$ cat config.mk
export PLATFORM = sky130hd
export DESIGN_NAME = multicycle_control_fsm_flat
export DESIGN_NICKNAME = d
export VERILOG_FILES = /design/src/rtl/mcpu_pkg.sv /design/src/rtl/multicycle_control_fsm_if.sv /design/src/rtl/mcpu_alu_decoder.sv /design/src/rtl/multicycle_control_fsm.sv /design/src/flat_wrapper.sv
export SDC_FILE = /design/constraint.sdc
export NUM_CORES = 1
export LEC_CHECK = 0
export BUFFER_PORTS_ARGS = -buffer_cell sky130_fd_sc_hd__buf_2
export CAP_MARGIN = 10
export CORE_AREA = 2 2 74 76
export CTS_CLUSTER_DIAMETER = 30
export DETAILED_ROUTE_END_ITERATION = 16
export DIE_AREA = 0 0 76 78
export HOLD_SLACK_MARGIN = 0.06
export PLACE_DENSITY = 0.85
export SETUP_SLACK_MARGIN = 0.02
export SLEW_MARGIN = 20
export SYNTH_ARGS = -nofsm -noshare
export SYNTH_HDL_FRONTEND = slang
export SYNTH_SLANG_ARGS = --single-unit
$ cat constraint.sdc
create_clock -name clk -period 2.7 [get_ports clk]
set_input_delay 0.54 -clock clk [delete_from_list [all_inputs] [get_ports clk]]
set_output_delay 0.54 -clock clk [all_outputs]
set_load 0.1 [all_outputs]
$ cat src/rtl/mcpu_pkg.sv
// Shared types and encodings for the multi-cycle MIPS control sequencer.
package mcpu_pkg;

    typedef enum logic [3:0] {
        S_IDLE     = 4'd0,
        S_FETCH    = 4'd1,
        S_DECODE   = 4'd2,
        S_EXEC_R   = 4'd3,
        S_R_WB     = 4'd4,
        S_MEM_ADDR = 4'd5,
        S_MEM_RD   = 4'd6,
        S_MEM_WB   = 4'd7,
        S_MEM_WR   = 4'd8,
        S_BRANCH   = 4'd9,
        S_JUMP     = 4'd10,
        S_EXEC_I   = 4'd11,
        S_I_WB     = 4'd12,
        S_TRAP     = 4'd13
    } state_t;

    // Opcodes (IR[31:26])
    localparam logic [5:0] OP_RTYPE = 6'b000000;
    localparam logic [5:0] OP_LW    = 6'b100011;
    localparam logic [5:0] OP_SW    = 6'b101011;
    localparam logic [5:0] OP_BEQ   = 6'b000100;
    localparam logic [5:0] OP_J     = 6'b000010;
    localparam logic [5:0] OP_ADDI  = 6'b001000;

    // R-type function codes (IR[5:0])
    localparam logic [5:0] FN_ADD = 6'b100000;
    localparam logic [5:0] FN_SUB = 6'b100010;
    localparam logic [5:0] FN_AND = 6'b100100;
    localparam logic [5:0] FN_OR  = 6'b100101;
    localparam logic [5:0] FN_SLT = 6'b101010;

    // ALU operation codes
    localparam logic [3:0] ALU_AND = 4'b0000;
    localparam logic [3:0] ALU_OR  = 4'b0001;
    localparam logic [3:0] ALU_ADD = 4'b0010;
    localparam logic [3:0] ALU_SUB = 4'b0110;
    localparam logic [3:0] ALU_SLT = 4'b0111;

    // ALU B operand select
    localparam logic [1:0] SRCB_REG    = 2'b00;
    localparam logic [1:0] SRCB_FOUR   = 2'b01;
    localparam logic [1:0] SRCB_IMM    = 2'b10;
    localparam logic [1:0] SRCB_IMM_SH = 2'b11;

    // PC source select
    localparam logic [1:0] PCSRC_ALU    = 2'b00;
    localparam logic [1:0] PCSRC_ALUOUT = 2'b01;
    localparam logic [1:0] PCSRC_JUMP   = 2'b10;

    // Fault codes
    localparam logic [1:0] FAULT_NONE    = 2'b00;
    localparam logic [1:0] FAULT_ILLEGAL = 2'b01;
    localparam logic [1:0] FAULT_TIMEOUT = 2'b10;

    // States that sit on the memory port waiting for mem_ready
    function automatic logic is_mem_state(state_t s);
        return (s == S_FETCH) || (s == S_MEM_RD) || (s == S_MEM_WR);
    endfunction

endpackage

$ cat src/rtl/multicycle_control_fsm_if.sv
// Unified memory port between the sequencer and instruction/data memory.
// Handshake: a request (mem_read or mem_write, with i_or_d selecting the
// address) is held stable from the cycle it rises until the cycle in which
// mem_ready is sampled high; that cycle completes the transfer. mem_read and
// mem_write are never high together.
interface multicycle_control_fsm_if;
    logic mem_read;
    logic mem_write;
    logic i_or_d;
    logic mem_ready;

    modport master (output mem_read, output mem_write, output i_or_d, input mem_ready);
    modport slave  (input mem_read, input mem_write, input i_or_d, output mem_ready);
endinterface

$ cat src/rtl/mcpu_alu_decoder.sv
// Combinational funct decoder: ALU operation plus a legal-funct flag.
module mcpu_alu_decoder
    import mcpu_pkg::*;
(
    input  logic [5:0] funct,
    output logic [3:0] alu_control,
    output logic       legal
);

    // Map the R-type funct field onto an ALU operation
    always_comb begin
        alu_control = ALU_ADD;
        legal       = 1'b1;
        case (funct)
            FN_ADD:  alu_control = ALU_ADD;
            FN_SUB:  alu_control = ALU_SUB;
            FN_AND:  alu_control = ALU_AND;
            FN_OR:   alu_control = ALU_OR;
            FN_SLT:  alu_control = ALU_SLT;
            default: legal = 1'b0;
        endcase
    end

endmodule

$ cat src/rtl/multicycle_control_fsm.sv
// Multi-cycle MIPS sequencer: FETCH/DECODE/EXEC/MEM/WB over a shared datapath,
// with retired-instruction counting and traps on illegal ops or memory timeout.
module multicycle_control_fsm
    import mcpu_pkg::*;
#(
    parameter int CNT_W      = 32,
    parameter int WAIT_LIMIT = 16
) (
    input  logic                  clk,
    input  logic                  reset_n,
    input  logic [5:0]            opcode,
    input  logic [5:0]            funct,
    input  logic                  zero,
    input  logic                  halt,
    multicycle_control_fsm_if.master mem,
    output logic                  pc_write,
    output logic                  ir_write,
    output logic                  reg_dst,
    output logic                  mem_to_reg,
    output logic                  reg_write,
    output logic                  alu_src_a,
    output logic [1:0]            alu_src_b,
    output logic [3:0]            alu_control,
    output logic [1:0]            pc_source,
    output logic [CNT_W-1:0]      retired_count,
    output logic [1:0]            fault,
    output logic [3:0]            state_dbg
);

    // Counter holds 0..WAIT_LIMIT-1; the cycle that would reach WAIT_LIMIT traps instead
    localparam int WAIT_W = (WAIT_LIMIT > 1) ? $clog2(WAIT_LIMIT) : 1;
    localparam logic [WAIT_W-1:0] WAIT_LAST = (WAIT_LIMIT == 0) ? '0 : WAIT_W'(WAIT_LIMIT - 1);

    state_t            state_q, state_d;
    logic [CNT_W-1:0]  cnt_q, cnt_d;
    logic [1:0]        fault_q, fault_d;
    logic [WAIT_W-1:0] wait_q, wait_d;
    logic [3:0]        dec_alu;
    logic              dec_legal;
    logic              retire;

    mcpu_alu_decoder u_alu_dec (
        .funct       (funct),
        .alu_control (dec_alu),
        .legal       (dec_legal)
    );

    // State, retire counter, fault code and memory wait counter
    always_ff @(posedge clk or negedge reset_n) begin
        if (!reset_n) begin
            state_q <= S_IDLE;
            cnt_q   <= '0;
            fault_q <= FAULT_NONE;
            wait_q  <= '0;
        end else begin
            state_q <= state_d;
            cnt_q   <= cnt_d;
            fault_q <= fault_d;
            wait_q  <= wait_d;
        end
    end

    // Next state, retirement and timeout detection
    always_comb begin
        state_d = state_q;
        cnt_d   = cnt_q;
        fault_d = fault_q;
        wait_d  = '0;
        retire  = 1'b0;
        case (state_q)
            S_IDLE:     if (!halt) state_d = S_FETCH;
            S_FETCH:    if (mem.mem_ready) state_d = S_DECODE;
            S_DECODE: begin
                case (opcode)
                    OP_RTYPE:     state_d = dec_legal ? S_EXEC_R : S_TRAP;
                    OP_LW, OP_SW: state_d = S_MEM_ADDR;
                    OP_BEQ:       state_d = S_BRANCH;
                    OP_J:         state_d = S_JUMP;
                    OP_ADDI:      state_d = S_EXEC_I;
                    default:      state_d = S_TRAP;
                endcase
                if (state_d == S_TRAP) fault_d = FAULT_ILLEGAL;
            end
            S_EXEC_R:   state_d = S_R_WB;
            S_MEM_ADDR: state_d = (opcode == OP_LW) ? S_MEM_RD : S_MEM_WR;
            S_MEM_RD:   if (mem.mem_ready) state_d = S_MEM_WB;
            S_MEM_WR:   if (mem.mem_ready) retire = 1'b1;
            S_EXEC_I:   state_d = S_I_WB;
            S_R_WB, S_MEM_WB, S_BRANCH, S_JUMP, S_I_WB: retire = 1'b1;
            S_TRAP:     state_d = S_TRAP;
            default:    state_d = S_IDLE;
        endcase
        if (retire) begin
            cnt_d   = cnt_q + 1'b1;
            state_d = halt ? S_IDLE : S_FETCH;
        end
        if (is_mem_state(state_q) && !mem.mem_ready && (WAIT_LIMIT != 0)) begin
            if (wait_q == WAIT_LAST) begin
                state_d = S_TRAP;
                fault_d = FAULT_TIMEOUT;
            end else begin
                wait_d = wait_q + WAIT_W'(1);
            end
        end
    end

    // Moore control decode; pc_write/ir_write also follow mem_ready or zero
    always_comb begin
        pc_write      = 1'b0;
        ir_write      = 1'b0;
        mem.mem_read  = 1'b0;
        mem.mem_write = 1'b0;
        mem.i_or_d    = 1'b0;
        reg_dst       = 1'b0;
        mem_to_reg    = 1'b0;
        reg_write     = 1'b0;
        alu_src_a     = 1'b0;
        alu_src_b     = SRCB_REG;
        alu_control   = ALU_AND;
        pc_source     = PCSRC_ALU;
        case (state_q)
            S_FETCH: begin
                mem.mem_read = 1'b1;
                alu_src_b    = SRCB_FOUR;
                alu_control  = ALU_ADD;
                ir_write     = mem.mem_ready;
                pc_write     = mem.mem_ready;
            end
            S_DECODE: begin
                alu_src_b   = SRCB_IMM_SH;
                alu_control = ALU_ADD;
            end
            S_EXEC_R: begin
                alu_src_a   = 1'b1;
                alu_control = dec_alu;
            end
            S_R_WB: begin
                reg_dst   = 1'b1;
                reg_write = 1'b1;
            end
            S_MEM_ADDR, S_EXEC_I: begin
                alu_src_a   = 1'b1;
                alu_src_b   = SRCB_IMM;
                alu_control = ALU_ADD;
            end
            S_MEM_RD: begin
                mem.mem_read = 1'b1;
                mem.i_or_d   = 1'b1;
            end
            S_MEM_WB: begin
                mem_to_reg = 1'b1;
                reg_write  = 1'b1;
            end
            S_MEM_WR: begin
                mem.mem_write = 1'b1;
                mem.i_or_d    = 1'b1;
            end
            S_BRANCH: begin
                alu_src_a   = 1'b1;
                alu_control = ALU_SUB;
                pc_source   = PCSRC_ALUOUT;
                pc_write    = zero;
            end
            S_JUMP: begin
                pc_source = PCSRC_JUMP;
                pc_write  = 1'b1;
            end
            S_I_WB:     reg_write = 1'b1;
            default: ;
        endcase
    end

    assign retired_count = cnt_q;
    assign fault         = fault_q;
    assign state_dbg     = state_q;

endmodule

$ cat src/flat_wrapper.sv
// flat-port wrapper written by rule: the top's interface ports become plain ports
module multicycle_control_fsm_flat import mcpu_pkg::*;
#(
    parameter int CNT_W      = 32,
    parameter int WAIT_LIMIT = 16
)
  (clk, reset_n, opcode, funct, zero, halt, pc_write, ir_write, reg_dst, mem_to_reg, reg_write, alu_src_a, alu_src_b, alu_control, pc_source, retired_count, fault, state_dbg, mem_mem_read, mem_mem_write, mem_i_or_d, mem_mem_ready);
  multicycle_control_fsm_if mem_i ();
  input  logic clk;
  input  logic reset_n;
  input  logic [5:0] opcode;
  input  logic [5:0] funct;
  input  logic zero;
  input  logic halt;
  output logic pc_write;
  output logic ir_write;
  output logic reg_dst;
  output logic mem_to_reg;
  output logic reg_write;
  output logic alu_src_a;
  output logic [1:0] alu_src_b;
  output logic [3:0] alu_control;
  output logic [1:0] pc_source;
  output logic [CNT_W-1:0] retired_count;
  output logic [1:0] fault;
  output logic [3:0] state_dbg;
  output wire logic [$bits(mem_i.mem_read)-1:0] mem_mem_read;
  output wire logic [$bits(mem_i.mem_write)-1:0] mem_mem_write;
  output wire logic [$bits(mem_i.i_or_d)-1:0] mem_i_or_d;
  input wire logic [$bits(mem_i.mem_ready)-1:0] mem_mem_ready;
  assign mem_mem_read = mem_i.mem_read;
  assign mem_mem_write = mem_i.mem_write;
  assign mem_i_or_d = mem_i.i_or_d;
  assign mem_i.mem_ready = mem_mem_ready;
  multicycle_control_fsm #(.CNT_W(CNT_W), .WAIT_LIMIT(WAIT_LIMIT)) u_core (.clk(clk), .reset_n(reset_n), .opcode(opcode), .funct(funct), .zero(zero), .halt(halt), .mem(mem_i), .pc_write(pc_write), .ir_write(ir_write), .reg_dst(reg_dst), .mem_to_reg(mem_to_reg), .reg_write(reg_write), .alu_src_a(alu_src_a), .alu_src_b(alu_src_b), .alu_control(alu_control), .pc_source(pc_source), .retired_count(retired_count), .fault(fault), .state_dbg(state_dbg));
endmodule
* Yosys cells after proc, flatten, opt, wreduce, memory -nomap -nowiden
Cells that the tools add are included.
Word-level totals: bits in registers 42, input bits 17
Operators by class: $add $sub $neg 2, equal/unequal tests 25, multiplexer cells 34, reduce and logical (&&, ||, !) cells 16
Operator list (count):
- $mux 4 | 11
- $eq 6x6->1 const B | 7
- $pmux 4 s9 | 1
- $add 32x1->32 const B | 1
- $eq 4x4->1 const B | 8
- $pmux 4 s5 | 1
- $eq 4x3->1 const B | 4
- $pmux 3 s4 | 1
- $mux 1 | 11
- $reduce_or 5->1 | 2
- $pmux 3 s3 | 1
- $eq 4x2->1 const B | 2
- $mux 2 | 4
- $reduce_or 2->1 | 4
- $reduce_or 4->1 | 2
- $eq 6x2->1 const B | 1
- $eq 6x3->1 const B | 1
- $eq 6x4->1 const B | 1
- $logic_not 6->1 | 1
- $pmux 2 s3 | 1
- $reduce_or 6->1 | 1
- $add 4x1->4 const B | 1
- $eq 4x1->1 const B | 1
- $logic_not 4->1 | 1
- 7 further kinds | 8

* Longest topological paths before layout
Gate-level depths: netlist (run 1).
depth in word-level cells 11, depth in mapped cells 7, gate-level depth less buffers 6

* By module
A second synthesis (run 1) with hierarchy kept.
Second synthesis, totals: cells, all modules 295, area total of the unflattened synthesis 2722.6 um^2
Modules (own cells, without submodules):
- multicycle_control_fsm | instances 1, cells each 284, area an instance 2625.0 um^2
- mcpu_alu_decoder | instances 1, cells each 11, area an instance 97.6 um^2

* Worst setup path before layout (run 1)
No wires, ideal clock.
path type register to output, from reg u_core.state_q[0], in the netlist u_core.state_dbg[0], to out alu_control[2], arrival 3.904 ns, required time 2.160 ns, setup slack -1.744 ns, cell stages (with the launch flop) 5, path buffers 2, cell sequence dfrtp_1 > buf_6 > clkbuf_1 > nand2_1 > o32ai_1
Between the ends: cells in the longest elaborated chain, start to end 3, elaborated cells between the ends (all ways) 8, classes of those cells eq/ne (6); mux (1); reduce/logical (1)
RTL lines:
- from (decl) | RTL line multicycle_control_fsm.sv:34 | state_t state_q, state_d;
- from (signal assigned) | RTL line multicycle_control_fsm.sv:56 | state_q <= state_d;
- $eq 4x3->1, or another cell as far along | RTL line multicycle_control_fsm.sv:121 | case (state_q)
- $reduce_or 4->1 (no source line)
- $pmux 3 s3 (*) | RTL line multicycle_control_fsm.sv:121
- to (decl) | RTL line flat_wrapper.sv:22 | output logic [3:0] alu_control;
Every way passes the cells marked *; elsewhere a longest branch is shown, timed or not.

* Final worst setup path (run 1)
from reg u_core.state_q[3], in the netlist u_core.state_dbg[3], to out alu_control[2]
Same word-level chain as after synthesis.

==> results of run 1 <==
-- cell type report --
class	instances	share of cell area [%]
multi-input combinational	202	45.3
timing repair buffer	73	11.9
clock buffer	6	2.63
clock inverter	2	1.92
tap	70	2.79
inverter	12	1.44
sequential	42	34.0
-- power breakdown --
part | switching (mW) | internal [mW] | total [mW] | leakage (nW)
Combinational | 1.75 | 0.448 | 2.20 | 0.847
Clock | 0.214 | 0.394 | 0.609 | 0.0714
Sequential | 0.246 | 0.734 | 0.980 | 0.551
Total | 2.21 | 1.58 | 3.78 | 1.47
-- registers in the layout (all words and copies together) (netlist names) --
signal / count
u_core.fault: 2
u_core.wait_q: 4
u_core.retired_count: 32
u_core.state_dbg: 4
-- worst max path at each step --
| stage | startpoint | cells after the start | endpoint |
|---|---|---|---|
| 2_1_floorplan | u_core.state_dbg[3] | 4 | alu_control[2] |
| 3_3_place_gp | funct[4] | 5 | alu_control[0] |
| 3_5_place_dp | u_core.state_dbg[0] | 6 | u_core.retired_count[20] |
| 4_1_cts | u_core.state_dbg[3] | 3 | alu_control[2] |
| 5_1_grt | u_core.state_dbg[3] | 3 | alu_control[2] |
| 6_report | u_core.state_dbg[3] | 3 | alu_control[2] |
-- metrics by stage --
step	utilization [%]	cells	setup slack (ns)	setup TNS, ns	instance area, um^2
floorplan	-	269	-0.00667	-0.00667	2610
global placement	59.4	399	0.412	0	2990
detailed placement	59.4	399	0.363	0	2990
CTS	62.2	407	0.0876	0	3140
global route	62.2	407	0.0312	0	3140
finish	62.2	407	0.0901	0	3140
-- cells in the final DEF, fill, tap and decap left out, types with 4 or more instances in the layout --
cell and count:
clkbuf_8 6, nor2_1 24, a21oi_1 8, nand2_1 18, nor2_4 4, nor4_1 4
xor2_1 16, dfrtp_1 38, nand4_1 13, o21ai_0 8, inv_1 12, nor3_1 10
nand3_1 16, nor2b_1 5, buf_2 70, xnor2_1 18, dfrtp_4 4
-- synthesized netlist by cell type (2+ instances only) --
library cell / instances / area share, %
and4_1: 2 / 0.71
nor3b_1: 2 / 0.61
buf_2: 2 / 0.41
a21oi_1: 10 / 2.0
xor2_1: 16 / 5.7
inv_1: 12 / 1.8
nor3_1: 12 / 2.4
a2111oi_0: 2 / 0.71
nand2_1: 20 / 3.1
xnor2_1: 18 / 6.4
and3_1: 2 / 0.51
nand3_1: 16 / 3.3
or2_2: 3 / 0.76
o21ai_0: 8 / 1.6
nor2_1: 29 / 4.4
clkbuf_1: 6 / 0.92
buf_6: 3 / 1.4
ha_1: 2 / 1.0
nand4b_1: 3 / 1.1
nand2b_1: 4 / 1.0
nor4_1: 4 / 1.0
nor2b_1: 5 / 1.3
or3_1: 2 / 0.51
o32ai_1: 2 / 0.71
dfrtp_1: 42 / 43
nand4_1: 13 / 3.3
o21a_1: 2 / 0.61
and2_1: 2 / 0.51
-- worst max-delay path, stage by stage, from the launching register on --
cell,delay [ns]
dfrtp_4,0.59
or2_2,0.44
o32ai_4,0.28
buf_2,0.46
-- logic make-up after synthesis --
group           count (synthesis)
mux                             3
buf+inv                        25
other cells                     1
simple gates                  125
xor+xnor                       34
flops                          42
fa+ha+maj                       2
compound gates                 37
-- per-layer routing --
metal / GRT usage, % / vias to the layer above / part of all wire [%]
met5: 0 / - / 0
met4: 5.82 / 0 / 0.99
met3: 3.72 / 7 / 4.4
met2: 32.0 / 61 / 50
met1: 24.8 / 1063 / 45
li1: - / 1079 / -
==> summary.md, run 1 <==
| Metric | Value |
|---|---|
| Status | finished, final reports clean |
| Worst-path clk slew | 0.08 ns |
| Worst vdd rail ir drop | 1.16 mV |
| Nets | 355 |
| Worst Setup End Kind | output pin |
| Clock Sinks | 42 |
| CTS tree | yes |
| Crit Path Class | reg2out |
| Antenna cell count | 0 |
| Die Y | between 70 and 80 um |
| Initial DRC count | approximately 160 |
| FF-to-FF path depth | 6 |
| WHS | ~0.1 ns |
| Simple-gate portion of the synthesized area | between 20% and 30% |
| GPL Wtd Cong | 0.826 |
| Die footprint | 0.00593 mm^2 |
| Largest family of logic cells by synthesized area | simple AND/OR/NAND/NOR gates |
| I/O pin cnt | 72 |
| Congestion Overflow GR | 0 |
| Post-Synth XOR/XNOR Area | 12.1% |
| Setup Viol. Count Final | 0 |
| Vias | 2210 |
| Worst R2R Setup Slack | 0.38 ns |
| Slew at the pin closest to its max-slew limit | around 0.74 ns |
| Post-Synthesis Cells | 269 |
| # DRC | 0 |
| Number of gates resized after cts | 0 |
| P&R area growth vs syn | 27.7% |
| Seq cells post-synth | between 40 and 50 |
| Wire length of the first global-routing pass | just over 9 mm |
| GRT Total Usage | 18.9% |
| Post-route ant nets | 0 |
| Synth Warn # | 0 |
| EDFF count, synth | 0 |
| Final worst-path cycle share | 96.7% |
| Multiplexer area fraction after synthesis | 1.48% |
| Fin. max-slew vios | 0 |
| FF-to-FF End | u_core.retired_count[20] |
| Worst Path Arrival | 2.07 ns |
| Vias in the first global route | 2026 |
| Layout cells sized above 1 | about 33% |
| Vias per inst | 5.43 |
| Synth async-reset ratio | 100% |
| Reg area | ~0.0011 mm^2 |
| Fin crit period | 2.61 ns |
| Power Dens Cells | 1210 mW/mm^2 |
| Detail Placement HPWL | ~4.2 mm |
| CTS Buf Count | 5 |
| Antenna violations before repair | 0 |
| Synthesized area | roughly 0.0025 mm^2 |
| Max frequency | 0.383 GHz |
| TritonRoute pass-1 iters | 4 |
| Setup repair bufs after CTS | 0 |
| IO buf count | 70 |
| Max-cap violations | 0 |
| Sequential fraction of the synthesis area | 42.8% |
| Multi-input gate area | 0.00142 mm^2 |
| Pleak | 1.47 nW |
| Post-synth top flop | dfrtp_1 |
| Wire length per cell | 13.7 um |
| Netlist cell types | 53 |
| Fin. Hold Viols | 0 |
| Clock Skews | 0.00706 ns |
| Adder-cell share of the synthesized area | 1.02% |
| Clock root cell | clkbuf_8 |
| Compound-Gate Fraction of Synth Area | roughly 10% |
| Initial Util | 48.7% |
| Std-Cell Rows | 26 |
| CP Launch Type | register |
| Fillers | 420 |
| Relative slew slack | 49.6% |
| H-tree depth | 2 |
| Critical Path RT | between 2 and 2.5 ns |
| Hold buffer count at CTS | 0 |
| Max FO, Critical Path | 19 |
| Total power | 3.78 mW |
| Post-Syn Area per Cell | between 9 and 10 um^2 |
| Hold Path Class | in2async |
| Die X | 76 um |
| Clk buf depth | 2 |
| Worst-skew pair later-pin latency | 0.29 ns |
| Largest net degree at the start of global routing | 34 |
| RSZ-0062 raised after global routing | no |
| Drt total wl | approximately 5.6 mm |
| Syn nets | about 290 |
| Core area | 0.00504 mm^2 |
| Crit Reg-Reg Startpoint | u_core.state_dbg[0] |
Note: power is estimated with default switching activity, not from simulation.
==> run 2: changes to the inputs <==
--- a/config.mk
+++ b/config.mk
@@ -7,10 +7,10 @@
 export LEC_CHECK = 0
 export BUFFER_PORTS_ARGS = -buffer_cell sky130_fd_sc_hd__buf_2
 export CAP_MARGIN = 10
-export CORE_AREA = 2 2 74 76
+export CORE_AREA = 4 4 76 78
 export CTS_CLUSTER_DIAMETER = 30
 export DETAILED_ROUTE_END_ITERATION = 16
-export DIE_AREA = 0 0 76 78
+export DIE_AREA = 0 0 80 82
 export HOLD_SLACK_MARGIN = 0.06
 export PLACE_DENSITY = 0.85
 export SETUP_SLACK_MARGIN = 0.02
==> summary.md, run 2 (synthesis results as in run 1) <==
| Metric | Value |
|---|---|
| Worst Path Arrival | 2.07 ns (about the same) |
| Post-layout util | 60.5% (was 62.2%) |
| Hold Path Class | in2async (unchanged) |
| Clock root cell | clkbuf_8 (unchanged) |
| Die Y | 82 um (was 78 um) |
| Max frequency | 0.383 GHz (about the same) |
| Fin crit period | 2.61 ns (about the same) |
| Initial DRC count | 114 (was 158) |
| Worst-skew pair later-pin latency | 0.30 ns (was 0.29 ns) |
| Crit-path cells | or2_2 -> o32ai_4 -> buf_2 (unchanged) |
| Vias in the first global route | 2081 (was 2026) |
| Total power | 3.59 mW (was 3.78 mW) |
| Fin. Hold Viols | 0 (unchanged) |
| Commonest non-fill, non-tap cell in the layout | buf_2 (unchanged) |
| Slew at the pin closest to its max-slew limit | 0.902 ns (was 0.737 ns) |
| Post-route ant nets | 0 (unchanged) |
| Max reg flops | 32 (unchanged) |
| Die X | 80 um (was 76 um) |
| Setup Viol. Count Final | 0 (unchanged) |
| Detail Placement HPWL | 4.29 mm (was 4.20 mm) |
| Std-Cell Rows | 26 (unchanged) |
| CTS Buf Count | 5 (unchanged) |
| Congestion Overflow GR | 0 (unchanged) |
| Critical Path RT | 2.16 ns (about the same) |
| # DRC | 0 (unchanged) |
| Worst Setup End Kind | output pin (unchanged) |
| Hold buffer count at CTS | 0 (unchanged) |
| Power Dens Cells | 1170 mW/mm^2 (was 1210 mW/mm^2) |
| Status | finished, final reports clean (unchanged) |
| Max-cap violations | 0 (unchanged) |
| Wire length of the first global-routing pass | 9.57 mm (was 9.25 mm) |
| Wire length per cell | 14.1 um (was 13.7 um) |
| CTS tree | yes (unchanged) |
| Fin. max-slew vios | 0 (unchanged) |
| Max incr delay on CP | 0.59 ns (about the same) |
| Slowest CP cell | dfrtp_4 (unchanged) |
| CP Launch Type | register (unchanged) |
| Final worst-path cycle share | 96.6% (was 96.7%) |
| Core area | 0.00507 mm^2 (was 0.00504 mm^2) |
| TNS Setup | 0 ns (unchanged) |
| Nets | 353 (was 355) |
| Post-route cell area | 0.00307 mm^2 (was 0.00314 mm^2) |
| Vias per inst | 5.35 (was 5.43) |
| Initial Util | 48.4% (was 48.7%) |
| DP Area | 0.00298 mm^2 (was 0.00299 mm^2) |
| Clk buf depth | 2 (unchanged) |
| Setup repair bufs after CTS | 0 (unchanged) |
| Vias | 2168 (was 2210) |
| Worst vdd rail ir drop | 1.27 mV (was 1.16 mV) |
| Die footprint | 0.00656 mm^2 (was 0.00593 mm^2) |
| Antenna violations before repair | 0 (unchanged) |
| Pleak | 1.44 nW (was 1.47 nW) |
| Clock Skews | 0.00483 ns (was 0.00706 ns) |
| TritonRoute pass-1 iters | 4 (unchanged) |
| GPL Wtd Cong | 0.805 (was 0.826) |
| Crit path buffers/inverters | 1 (unchanged) |
| WHS | 0.355 ns (was 0.0988 ns) |
| CP delay by family, top | flip-flops (unchanged) |
| IO buf count | 70 (unchanged) |
| Clock Sinks | 42 (unchanged) |
| Worst-path clk slew | 0.07 ns (was 0.08 ns) |
| Drt total wl | 5.73 mm (was 5.57 mm) |
| I/O pin cnt | 72 (unchanged) |
| RSZ-0062 raised after global routing | no (unchanged) |
| Layout cells sized above 1 | 31.9% (was 32.6%) |
| Largest net degree at the start of global routing | 43 (was 34) |
| P&R area growth vs syn | 25.1% (was 27.7%) |
| H-tree depth | 2 (unchanged) |
| Fillers | 446 (was 420) |
| Most frequent cells in the layout | 69 x buf_2, 38 x dfrtp_1, 24 x nor2_1 (was 70 x buf_2, 38 x dfrtp_1, 24 x nor2_1) |
| Relative slew slack | 39.8% (was 49.6%) |
| Crit Path Class | reg2out (unchanged) |
| GRT Total Usage | 18.3% (was 18.9%) |
| Antenna cell count | 0 (unchanged) |
| Max FO, Critical Path | 19 (unchanged) |
## run 2: worst paths after layout
| kind | slack (ns) | start | endpoint | depth (start not counted) |
|---|---|---|---|---|
| setup / recovery | 0.09 | u_core.state_dbg[3] | alu_control[2] | 3 |
| hold / removal | 0.35 | reset_n | u_core.retired_count[7] | 1 |
| setup reg to reg | 0.30 | u_core.state_dbg[0] | u_core.retired_count[20] | 6 |
| hold reg to reg | 0.48 | u_core.retired_count[31] | u_core.retired_count[31] | 1 |
| max in group asynchronous | 1.68 | reset_n | u_core.state_dbg[1] | 1 |
| min in group clk | 0.48 | u_core.retired_count[31] | u_core.retired_count[31] | 1 |
## run 2: layout make-up
cell class                 count  area, um^2  area share, %
clock buffer                   7        86.3           2.81
clock inverter                 1        5.00          0.163
inverter                      12        45.0           1.47
multi-input combinational    202        1420           46.3
sequential                    42        1070           34.7
tap                           70        87.6           2.85
timing repair buffer          71         360           11.7
## run 2: report_power, final
part	total (mW)	switching, mW	internal (mW)	leakage [nW]
clock network	0.420	0.214	0.206	0.0482
logic	2.19	1.75	0.443	0.837
registers	0.975	0.241	0.735	0.551
total	3.59	2.20	1.38	1.44
## run 2: stage by stage
step           cells  worst slack (ns)
4_1_cts          405            0.0911
3_3_place_gp     397             0.410
3_5_place_dp     397             0.318
2_1_floorplan    269          -0.00667
5_1_grt          405            0.0341
6_report         405            0.0920
## run 2: timing repair
item	4_1_cts	5_1_grt
hold endpoints to repair	0	0
endpoints found under the setup margin	0	1
resized for setup	0	1
## run 2: metal layers
layer / wire length [um] / up-vias / global-route usage, %
met5: 0 / - / 0
met4: 97 / 0 / 7.09
met3: 261 / 10 / 3.62
met2: 2770 / 50 / 30.5
met1: 2600 / 1034 / 23.5
li1: - / 1074 / -
